### src/rtl/vc_pkg.sv
// Shared types and width helpers for the line arbiter and its pickers.
// State encodings plus constant functions used to size index ports.
package vc_pkg;

    typedef enum logic [1:0] {
        ST_IDLE   = 2'd0,
        ST_ACTIVE = 2'd1,
        ST_HOLD   = 2'd2
    } arb_state_e;

    function automatic int clog2_min1(input int n);
        return (n > 1) ? $clog2(n) : 1;
    endfunction

    // Byte-offset bits inside a cache line.
    function automatic int lb_of(input int len);
        return (len > 1) ? $clog2(len) : 0;
    endfunction

endpackage

### src/rtl/rr_pick.sv
// Combinational winner select: lowest index, or first at/after a pointer.
// Produces a one-hot winner, its binary index and a valid flag.
module rr_pick #(
    parameter int N  = 2,
    parameter int CW = 1
) (
    input  logic [N-1:0]  req,
    input  logic [CW-1:0] ptr,
    input  logic          mode,
    output logic [N-1:0]  win_oh,
    output logic [CW-1:0] win_idx,
    output logic          win_vld
);

    always_comb begin
        int j;
        j       = 0;
        win_oh  = '0;
        win_idx = '0;
        win_vld = 1'b0;
        for (int k = 0; k < N; k++) begin
            j = mode ? ((int'(ptr) + k) % N) : k;
            if (!win_vld && req[j]) begin
                win_vld    = 1'b1;
                win_oh[j]  = 1'b1;
                win_idx    = j[CW-1:0];
            end
        end
    end

endmodule

### src/rtl/line_arb.sv
// N-channel line fill/evict arbiter in front of the single QSPI line engine.
// Supports fixed/round-robin pick, locked back-to-back transfers and a watchdog.
module line_arb
    import vc_pkg::*;
#(
    parameter int NCH         = 2,
    parameter int PA          = 22,
    parameter int LINE_LENGTH = 4,
    parameter int MODE        = 0,
    parameter int TIMEOUT     = 255
) (
    input  logic                                    clk,
    input  logic                                    reset,
    input  logic [NCH-1:0]                          ch_req,
    input  logic [NCH-1:0]                          ch_write,
    input  logic [NCH-1:0]                          ch_mem,
    input  logic [NCH-1:0]                          ch_lock,
    input  logic [NCH*(PA-lb_of(LINE_LENGTH))-1:0]  ch_tag,
    output logic [NCH-1:0]                          ch_gnt,
    output logic [NCH-1:0]                          ch_wstrobe,
    output logic [NCH-1:0]                          ch_rstrobe,
    output logic [NCH-1:0]                          ch_done,
    output logic [NCH-1:0]                          ch_err,
    output logic                                    q_req,
    output logic                                    q_write,
    output logic                                    q_mem,
    output logic [PA-lb_of(LINE_LENGTH)-1:0]        q_paddr,
    output logic [clog2_min1(NCH)-1:0]              q_ch,
    input  logic                                    q_wstrobe,
    input  logic                                    q_rstrobe,
    input  logic                                    q_done,
    output logic                                    busy
);

    localparam int LB = lb_of(LINE_LENGTH);
    localparam int TW = PA - LB;
    localparam int CW = clog2_min1(NCH);
    localparam int WW = clog2_min1(TIMEOUT + 1);
    localparam bit WD_EN = (TIMEOUT > 0);
    localparam logic [WW-1:0] WD_LAST = WW'((TIMEOUT > 0) ? TIMEOUT - 1 : 0);

    arb_state_e     state_q, state_d;
    logic [NCH-1:0] gnt_q, gnt_d;
    logic           q_req_q, q_req_d;
    logic [CW-1:0]  q_ch_q, q_ch_d;
    logic [CW-1:0]  rr_q, rr_d;
    logic [WW-1:0]  wd_q, wd_d;

    logic [NCH-1:0] win_oh;
    logic [CW-1:0]  win_idx;
    logic           win_vld;
    logic [CW-1:0]  rr_nxt;
    logic [TW-1:0]  tag_sel;
    logic           wr_sel;
    logic           mem_sel;
    logic           active;
    logic           wd_hit;
    logic           xfer_end;

    rr_pick #(
        .N  (NCH),
        .CW (CW)
    ) u_pick (
        .req     (ch_req),
        .ptr     (rr_q),
        .mode    (MODE == 1),
        .win_oh  (win_oh),
        .win_idx (win_idx),
        .win_vld (win_vld)
    );

    // Grant is one-hot, so an OR-select doubles as the idle gate.
    always_comb begin
        tag_sel = '0;
        wr_sel  = 1'b0;
        mem_sel = 1'b0;
        for (int i = 0; i < NCH; i++) begin
            if (gnt_q[i]) begin
                tag_sel = ch_tag[i*TW +: TW];
                wr_sel  = ch_write[i];
                mem_sel = ch_mem[i];
            end
        end
    end

    assign active   = (state_q == ST_ACTIVE);
    assign wd_hit   = WD_EN && active && (wd_q == WD_LAST);
    assign xfer_end = active && (q_done || wd_hit);

    always_comb begin
        if (q_ch_q == CW'(NCH - 1)) begin
            rr_nxt = '0;
        end else begin
            rr_nxt = q_ch_q + 1'b1;
        end
    end

    always_comb begin
        state_d = state_q;
        gnt_d   = gnt_q;
        q_req_d = q_req_q;
        q_ch_d  = q_ch_q;
        rr_d    = rr_q;
        wd_d    = wd_q;
        unique case (state_q)
            ST_IDLE: begin
                if (win_vld) begin
                    state_d = ST_ACTIVE;
                    gnt_d   = win_oh;
                    q_ch_d  = win_idx;
                    q_req_d = 1'b1;
                    wd_d    = '0;
                end
            end
            ST_ACTIVE: begin
                wd_d = wd_q + 1'b1;
                if (q_done || wd_hit) begin
                    q_req_d = 1'b0;
                    if (MODE == 1) begin
                        rr_d = rr_nxt;
                    end
                    // A watchdog abort never honours the lock.
                    if (q_done && |(ch_lock & gnt_q)) begin
                        state_d = ST_HOLD;
                    end else begin
                        state_d = ST_IDLE;
                        gnt_d   = '0;
                    end
                end
            end
            ST_HOLD: begin
                if (|(ch_req & gnt_q)) begin
                    state_d = ST_ACTIVE;
                    q_req_d = 1'b1;
                    wd_d    = '0;
                end else begin
                    state_d = ST_IDLE;
                    gnt_d   = '0;
                end
            end
            default: begin
                state_d = ST_IDLE;
                gnt_d   = '0;
                q_req_d = 1'b0;
            end
        endcase
    end

    always_ff @(posedge clk or posedge reset) begin
        if (reset) begin
            state_q <= ST_IDLE;
            gnt_q   <= '0;
            q_req_q <= 1'b0;
            q_ch_q  <= '0;
            rr_q    <= '0;
            wd_q    <= '0;
        end else begin
            state_q <= state_d;
            gnt_q   <= gnt_d;
            q_req_q <= q_req_d;
            q_ch_q  <= q_ch_d;
            rr_q    <= rr_d;
            wd_q    <= wd_d;
        end
    end

    assign ch_gnt     = gnt_q;
    assign ch_wstrobe = gnt_q & {NCH{q_wstrobe}};
    assign ch_rstrobe = gnt_q & {NCH{q_rstrobe}};
    assign ch_done    = gnt_q & {NCH{xfer_end}};
    assign ch_err     = gnt_q & {NCH{wd_hit && !q_done}};
    assign q_req      = q_req_q;
    assign q_write    = wr_sel;
    assign q_mem      = mem_sel;
    assign q_paddr    = tag_sel;
    assign q_ch       = q_ch_q;
    assign busy       = (state_q != ST_IDLE);

endmodule

### config.mk
export PLATFORM = sky130hd
export DESIGN_NAME = line_arb
export DESIGN_NICKNAME = d
export VERILOG_FILES = /design/src/rtl/vc_pkg.sv /design/src/rtl/rr_pick.sv /design/src/rtl/line_arb.sv
export SDC_FILE = /design/constraint.sdc
export NUM_CORES = 1
export LEC_CHECK = 0
export ABC_CLOCK_PERIOD_IN_PS = 1600
export BUFFER_PORTS_ARGS = -buffer_cell sky130_fd_sc_hd__buf_2
export CORE_MARGIN = 2
export CORE_UTILIZATION = 38
export CTS_CLUSTER_SIZE = 14
export DETAILED_ROUTE_END_ITERATION = 12
export PLACE_DENSITY = 0.79
export SYNTH_ARGS = -nofsm -noshare
export SYNTH_HDL_FRONTEND = slang
export SYNTH_HIERARCHICAL = 1
export SYNTH_SLANG_ARGS = --single-unit
### constraint.sdc
create_clock -name clk -period 1.6 [get_ports clk]
set_input_delay 0 -clock clk [delete_from_list [all_inputs] [get_ports clk]]
set_output_delay 0 -clock clk [all_outputs]
set_load 0.01 [all_outputs]
After elaboration in Yosys (flattened, before gate mapping)
Index checks and enable logic that the tools add are counted.
Widths: inputs -> output; s select.
{"block": "totals", "memories": 0, "latchBits": 0, "ram_bits": 0, "word_cells": 66, "reg_bits": 14, "mem_bits_ro": 0, "input_bits": 53}
{"block": "classes", "reduce_logical": 18, "mul": 0, "bitwise_logic": 6, "shifts": 0, "div_mod_pow": 0, "n_eq_ne": 8, "n_addsub": 1, "order_cmp": 0, "muxes": 28}
{"cell": "$mux 20", "n": 2}
{"cell": "$pmux 8 s3", "n": 1}
{"cell": "$mux 2", "n": 8}
{"cell": "$mux 8", "n": 2}
{"cell": "$and 2x2->2", "n": 6}
{"cell": "$mux 1", "n": 12}
{"cell": "$pmux 2 s3", "n": 2}
{"cell": "$add 8x1->8 const B", "n": 1}
{"cell": "$eq 8x8->1 const B", "n": 1}
{"cell": "$ne 2x2->1 const B", "n": 3}
{"cell": "$reduce_and 3->1", "n": 2}
{"cell": "$logic_and 1x1->1", "n": 5}
{"cell": "$ne 2x1->1 const B", "n": 2}
{"cell": "$reduce_and 2->1", "n": 2}
{"cell": "$reduce_and 4->1", "n": 1}
{"cell": "$reduce_or 2->1", "n": 2}
{"cell": "$pmux 1 s3", "n": 1}
{"cell": "$reduce_bool 3->1", "n": 1}
{"cell": "$eq 2x1->1 const B", "n": 1}
{"cell": "$eq 2x2->1 const B", "n": 1}
{"cell": "$logic_not 1->1", "n": 2}
{"cell": "$logic_not 2->1", "n": 1}
{"cell": "$reduce_bool 2->1", "n": 1}
{"cell": "$logic_or 1x1->1", "n": 1}

Depth between registers and ports, before layout
Gate-level depths: netlist (run 1).
{"block": "logic_depth", "depth_word": 6, "ltp_mapped": 6, "mapped_depth_nobuf": 6}

Cells and area by module
The synthesis (run 1) kept the hierarchy.
{"mod": "line_arb", "n_inst": 1, "cells_each": 113, "area_each_um2": 1009.7}
{"mod": "rr_pick", "n_inst": 1, "cells_each": 6, "area_each_um2": 35.0}

Worst setup path after synthesis (run 1)
Ideal clock, no wire load.
{"block": "synth_path", "path_type": "flip-flop to flip-flop", "startpoint": "register state_q[1]", "endpoint": "register q_ch_q, in the netlist q_ch", "t_required_ns": 1.475, "arrival_ns": 1.338, "path_stages_with_launch": 4, "slack_ns": 0.138, "path_buffers": 0, "cell_sequence": "dfrtp_1 > or2_2 > nor2_1 > mux2_2"}
{"block": "synth_between", "elab_chain_cells": 2}
{"item": "from (decl)", "line_no": "line_arb.sv:42", "text": "arb_state_e state_q, state_d;"}
{"item": "from (signal assigned)", "line_no": "line_arb.sv:158", "text": "state_q <= state_d;"}
{"item": "$logic_not 2->1", "line_no": "line_arb.sv:105", "text": "unique case (state_q)"}
{"item": "$reduce_and 2->1 (no line)"}
{"item": "to (signal assigned)", "line_no": "line_arb.sv:161", "text": "q_ch_q <= q_ch_d;"}
{"item": "to (decl)", "line_no": "line_arb.sv:45", "text": "logic [CW-1:0] q_ch_q, q_ch_d;"}
Every way passes these cells.
A chain may end at the register's enable or synchronous reset.

Final worst setup path (run 1)
{"block": "layout_path", "startpoint": "register wd_q[1]", "endpoint": "output ch_done[0]"}
{"block": "layout_between", "elab_chain_cells": 5}
{"item": "from (decl)", "line_no": "line_arb.sv:47", "text": "logic [WW-1:0] wd_q, wd_d;"}
{"item": "from (signal assigned)", "line_no": "line_arb.sv:163", "text": "wd_q <= wd_d;"}
{"item": "$eq 8x8->1", "line_no": "line_arb.sv:87", "text": "assign wd_hit = WD_EN && active && (wd_q == WD_LAST);"}
{"item": "$logic_and 1x1->1", "line_no": "line_arb.sv:87"}
{"item": "$logic_or 1x1->1", "line_no": "line_arb.sv:88", "text": "assign xfer_end = active && (q_done || wd_hit);"}
{"item": "$logic_and 1x1->1", "line_no": "line_arb.sv:88"}
{"item": "$and 2x2->2", "line_no": "line_arb.sv:170", "text": "assign ch_done = gnt_q & {NCH{xfer_end}};"}
{"item": "to (decl)", "line_no": "line_arb.sv:22", "text": "output logic [NCH-1:0] ch_done,"}
Every way passes these cells.

==> run_results.csv, run 1 <==
group,metric,value,unit
timing,tightest_slew,532,ps
die,ios,88,
die,start_util,0.389,
grt,grtUsageTotal,0.210,
synth,synth_warnings,6,
die,core-area,2690,sq um
critical_path,critPathRequiredTime,1600,ps
critical_path,worst_setup_path_start_kind,"flop",
cts,cts_root_buf,"clkbuf_4",
synth,synth_compound_area_frac,0.377,
routing,post-route-drc-count,0,
synth,synth.avg_cell_area,8.78,sq um
cts,cts_sinks,14,
synth,netlist_area,1040,sq um
synth,yosys_register_bits,14,
timing,report.final.slew_viol_count,0,
grt,grt.overflow.total,0,
routing,wirelength,3.35,mm
synth,synth_top_family_by_area,"compound AO/OA/AOI/OAI gates",
routing,via_count,1282,
critical_path,path_class,"flop to output pin",
place,port_buffers,87,
grt,grt_max_degree,29,
place,dp_hpwl,2.62,mm
synth,netlist.area_leader.share,0.335,
synth,synth_area_leaders,"dfrtp_1, a22o_1, and2_1",
cells_and_area,final_net_count,274,
run_status,status,"complete, no violations",
synth,ys_types,32,
grt,grt_pass1_vias,1174,
cts,cts.htree.levels,1,
timing,setup_ws,49.6,ps
synth,synth_enable_flop_cells,0,
synth,yosys-mux-area-fraction,0.0108,
run,cap_viol_max_count,0,
routing,dr.pass1.iters,4,
cells_and_area,n_antenna_cell,0,
routing,ant_nets,0,
synth,ys.flop_type,"dfrtp_1",
power_and_ir_drop,leakage,0.000922,uW
routing,viasPerCell,5.15,
cts,clock_path_buffers,2,
place,globalplace.congestion,0.870,
timing,finalSetupViolations,0,
routing,first_iter_violations,60,
synth,postSynthCellCount,119,
timing,rsz0062_at_grt,"true",
die,core.rowCount,19,
min_path,hp-class,"primary input to flop",
synth,synthXorXnorAreaFrac,0,
timing,fmax,645,MHz
synth,synth.most_common_cell,"a22o_1",
critical_path,crit_path_max_fanout,4,
power_and_ir_drop,vdd_drop_max,1.09,mV
place,place_ws,112,ps
timing,min_period,1550,ps
timing,fin_skew,0.696,ps
synth,synth_top_cell_by_area,"dfrtp_1",
timing,hold_viol_final,0,
min_path,min_from,"ch_lock[1]",
synth,yosys-top-cells-count,"a22o_1, dfrtp_1, nand2_1, o21ai_0",
cts,clkLatencyLatePin,280,ps
die,die_w,56.4,um
critical_path,startpoint,"wd_q[1]",
synth,synth_adder_area_share,0.0240,
critical_path,crit_arrival,1550,ps
cells_and_area,layout-drive-gt1-share,0.509,
critical_path,cp-end-kind,"output pin",
cts,cts_tree,"built",
routing,routedWlPerCell,13.4,um
grt,grt_pass1_wl,5.33,mm
critical_path,r2r-start,"state_q[0]",
grt,antenna_found_initial,0,
power_and_ir_drop,powerDensity,1330,nW/um^2
die,dieArea,3180,sq um
synth,async_reset_ff_frac,1.00,
synth,synth-seq-area-share,0.335,
timing,fin_setup_tns,0,ps
power_and_ir_drop,total_power,2200,uW
cells_and_area,areaGrowthSynthToFinish,58.7,%
die,fp.dieH,56.4,um
cts,clkTransAtPathRegs,80,ps
timing,maxSlewHeadroom,0.645,
cts,cts_buffers,3,
synth,synthSimpleGateAreaFrac,0.202,
timing,post-route-period-util,0.969,
## per-stage QoR
| step | utilization | hold slack (ps) | cells | cell area, sq um |
|---|---|---|---|---|
| finish | 0.617 | 104 | 249 | 1660 |
| detailed placement | 0.578 | 67.5 | 241 | 1550 |
| floorplan | - | -111 | 122 | 1060 |
| global route | 0.617 | 145 | 249 | 1660 |
| global placement | 0.578 | 69.8 | 241 | 1550 |
| CTS | 0.605 | 98.9 | 248 | 1630 |
## registers in the layout (all words and copies together) (netlist names)
signal and count:
state_q 2, ch_gnt 2, wd_q 8, q_req 1, q_ch 1
## layout by cell type, fill, tap and decap left out, types with 2 or more instances in the layout
cell,count
a21o_1,2
conb_1,4
buf_6,3
nand4_1,3
buf_2,87
a21oi_1,5
inv_1,5
clkbuf_4,3
dlygate4sd3_1,2
nor2_1,3
a22o_1,25
nand3_1,2
and2_1,7
a21oi_2,2
a31oi_1,2
a21boi_1,2
o31ai_1,2
buf_4,6
and3_1,2
ha_1,2
nand2_1,8
o21ai_0,8
or3_1,4
dfrtp_1,14
## worst max-delay path, stage by stage, from the launching register on
cell     delay (ps)
dfrtp_1         410
ha_1            200
nand4_1         120
nor2_2           60
o21ba_2         200
and2_1          140
buf_2           130
## area by class of cell
type	count	area [sq um]
Fill cell	250	1030
Multi-Input combinational cell	97	679
Timing Repair Buffer	98	534
Sequential cell	14	350
Tap cell	31	38.8
Clock buffer	4	36.3
Inverter	5	18.8
## report_power, final
part	switching, uW	internal [uW]	total (uW)
clock network	116	138	254
logic	720	684	1400
registers	88.9	449	538
total	925	1270	2200
## what timing repair did
action                                  CTS  global route
hold buffers                              2             0
endpoints found under the setup margin   22            30
resized for setup                         4             6
setup buffers                             0             1
gates cloned                              1             0
endpoints found under the hold margin    15             0
## cell families after synthesis
| logic type | count (synthesis) |
|---|---|
| AOI/OAI and AO/OA | 52 |
| and+or+nand+nor | 38 |
| DFF | 14 |
| buffers and inverters | 11 |
| adders and majority gates | 2 |
| muxes | 1 |
| other | 1 |
## final timing paths
check,endpoint,slack [ps],cells past startpoint
setup reg to reg,wd_q[7],90,4
max in group asynchronous,wd_q[1],960,3
hold / removal,state_q[1],100,4
hold reg to reg,q_req,490,1
min in group asynchronous,wd_q[0],290,3
setup / recovery,ch_done[0],50,6
## per-layer routing
| layer | up-vias | GRT usage | wire length [um] |
|---|---|---|---|
| met5 | - | 0 | 0 |
| met3 | 4 | 0.0553 | 221 |
| met4 | 0 | 0.0306 | 19 |
| li1 | 652 | - | - |
| met2 | 59 | 0.352 | 1650 |
| met1 | 567 | 0.277 | 1450 |
No activity file was read; power rests on OpenSTA's default activity.
==> run 2: changes to the inputs <==
CORE_ASPECT_RATIO = 0.5   (was unset)
==> run 2 against run 1 <==
Against the previous run:
- critical path depth stayed put
- largest power group unchanged
- sequential share of layout area is 0.13 points lower
- maximum frequency decreased by 0.52%
- global-route usage shrank 1.7 points
- utilization grew 2.6 points
- first-iteration DRC count shrank 60%
- clock-buffer cell count did not move
- setup slack worse by 8.0 ps
- combinational power about the same
- worst hold slack got worse by 100 ps
- largest cell class unchanged
- critical endpoint unchanged
- non-clock buffer count increased by 1
- clock skew grew 3.7 ps
==> run_results.csv, run 2 (synthesis gave the netlist of run 1 again) <==
group,metric,value,unit
run_status,status,"complete, no violations",
critical_path,path_class,"flop to output pin",
cells_and_area,n_antenna_cell,0,
power_and_ir_drop,total_power,2280,uW
die,core-area,2600,sq um
routing,routedWlPerCell,12.5,um
cts,clkLatencyLatePin,250,ps
cts,clkTransAtPathRegs,60,ps
cells_and_area,final_net_count,275,
routing,post-route-drc-count,0,
cts,cts_tree,"built",
die,start_util,0.401,
critical_path,critPathRequiredTime,1600,ps
run,cap_viol_max_count,0,
cells_and_area,top_register,"wd_q",
critical_path,r2r-start,"state_q[0]",
die,dieArea,3210,sq um
min_path,min_from,"q_done",
critical_path,endpoint,"ch_done[0]",
cells_and_area,finalNonFillerCells,256,
cts,cts_sinks,14,
place,port_buffers,87,
place,place_area,1560,sq um
critical_path,crit_arrival,1560,ps
die,ios,88,
critical_path,reg2reg_depth,4,
timing,fin_setup_tns,0,ps
cells_and_area,final_common_cell,"buf_2",
cts,clock_path_buffers,2,
critical_path,crit_path_max_fanout,4,
timing,report.final.slew_viol_count,0,
timing,maxSlewHeadroom,0.621,
grt,antenna_found_initial,0,
cts,cts.htree.levels,1,
timing,hold_viol_final,0,
critical_path,cp-end-kind,"output pin",
routing,dr.pass1.iters,4,
cts,cts_buffers,3,
grt,grt_max_degree,25,
die,fp.dieH,41.1,um
place,globalplace.congestion,0.828,
routing,via_count,1285,
power_and_ir_drop,leakage,0.000928,uW
timing,rsz0062_at_grt,"true",
power_and_ir_drop,powerDensity,1360,nW/um^2
power_and_ir_drop,vdd_drop_max,0.686,mV
routing,wirelength,3.20,mm
grt,grt.overflow.total,0,
place,dp_cells,247,
cts,cts_root_buf,"clkbuf_8",
timing,tightest_slew,568,ps
cells_and_area,multiInputGateArea,663,sq um
timing,fin_skew,4.42,ps
grt,grt_pass1_vias,1133,
timing,post-route-period-util,0.974,
grt,grtUsageTotal,0.193,
timing,finalSetupViolations,0,
cells_and_area,final_core_util,0.643,
cells_and_area,fin_area,1670,sq um
cells_and_area,areaGrowthSynthToFinish,60.2,%
cells_and_area,fill_cells,208,
routing,first_iter_violations,24,
cells_and_area,final_cell_mix,"buf_2, a22o_1, dfrtp_1",
cells_and_area,largest_reg_flops,8,
routing,viasPerCell,5.02,
critical_path,rrSetupSlack,60,ps
timing,fmax,642,MHz
routing,ant_nets,0,
critical_path,startpoint,"wd_q[1]",
critical_path,worst_setup_path_start_kind,"flop",
place,dp_hpwl,2.48,mm
die,die_w,78.2,um
cells_and_area,layout-drive-gt1-share,0.511,
die,core.rowCount,13,
grt,grt_pass1_wl,4.69,mm
timing,min_period,1560,ps
min_path,hp-class,"primary input to flop",
critical_path,r2r_end,"wd_q[7]",
cells_and_area,ff_latch_area,352,sq um
-- run 2: power breakdown --
group	total [uW]	switching, uW	internal, uW
registers	556	104	452
clock network	355	136	218
logic	1370	681	690
-- run 2: metal layers --
metal / part of all wire / global-route usage / vias to the layer above
li1: - / - / 648
met1: 0.40 / 0.201 / 592
met2: 0.52 / 0.399 / 43
met3: 0.064 / 0.0595 / 2
met4: 0.0084 / 0.0658 / 0
met5: 0 / 0 / -
-- run 2: worst min-delay path by stage --
stage,to,slack (ps),cells past startpoint
floorplan,ch_gnt[0],-110,1
global placement,state_q[1],70,2
detailed placement,state_q[1],70,2
CTS,state_q[1],1,3
global route,state_q[1],20,3
finish,state_q[1],4,3
-- run 2: layout make-up --
| cell class | instances | area share |
|---|---|---|
| Inverter | 5 | 0.0112 |
| Clock buffer | 4 | 0.0329 |
| Sequential cell | 14 | 0.210 |
| Tap cell | 37 | 0.0277 |
| Multi-Input combinational cell | 97 | 0.396 |
| Timing Repair Buffer | 99 | 0.322 |
-- run 2: repair_timing --
| action | in CTS | in global routing |
|---|---|---|
| buffers inserted | 0 | 3 |
| gates cloned | 0 | 1 |
| pin swaps | 0 | 2 |
| hold endpoints to repair | 14 | 0 |
| hold buffers | 1 | 0 |
| setup endpoints to repair | 22 | 29 |
| resized for setup | 1 | 8 |
-- run 2: critical path, stage by stage, from the launching register on --
cell     delay, ps
dfrtp_1        410
ha_1           200
nand4_1        130
nor2_2          70
o21ba_2        210
and2_1         150
buf_2          140
-- run 2: per-stage QoR --
stage | hold slack [ps] | setup WS [ps]
after floorplan | -111 | 138
after global placement | 70.6 | 143
after detailed placement | 70.2 | 77.0
after CTS | 1.39 | 8.49
after global routing | 23.9 | -29.3
final | 3.52 | 41.6
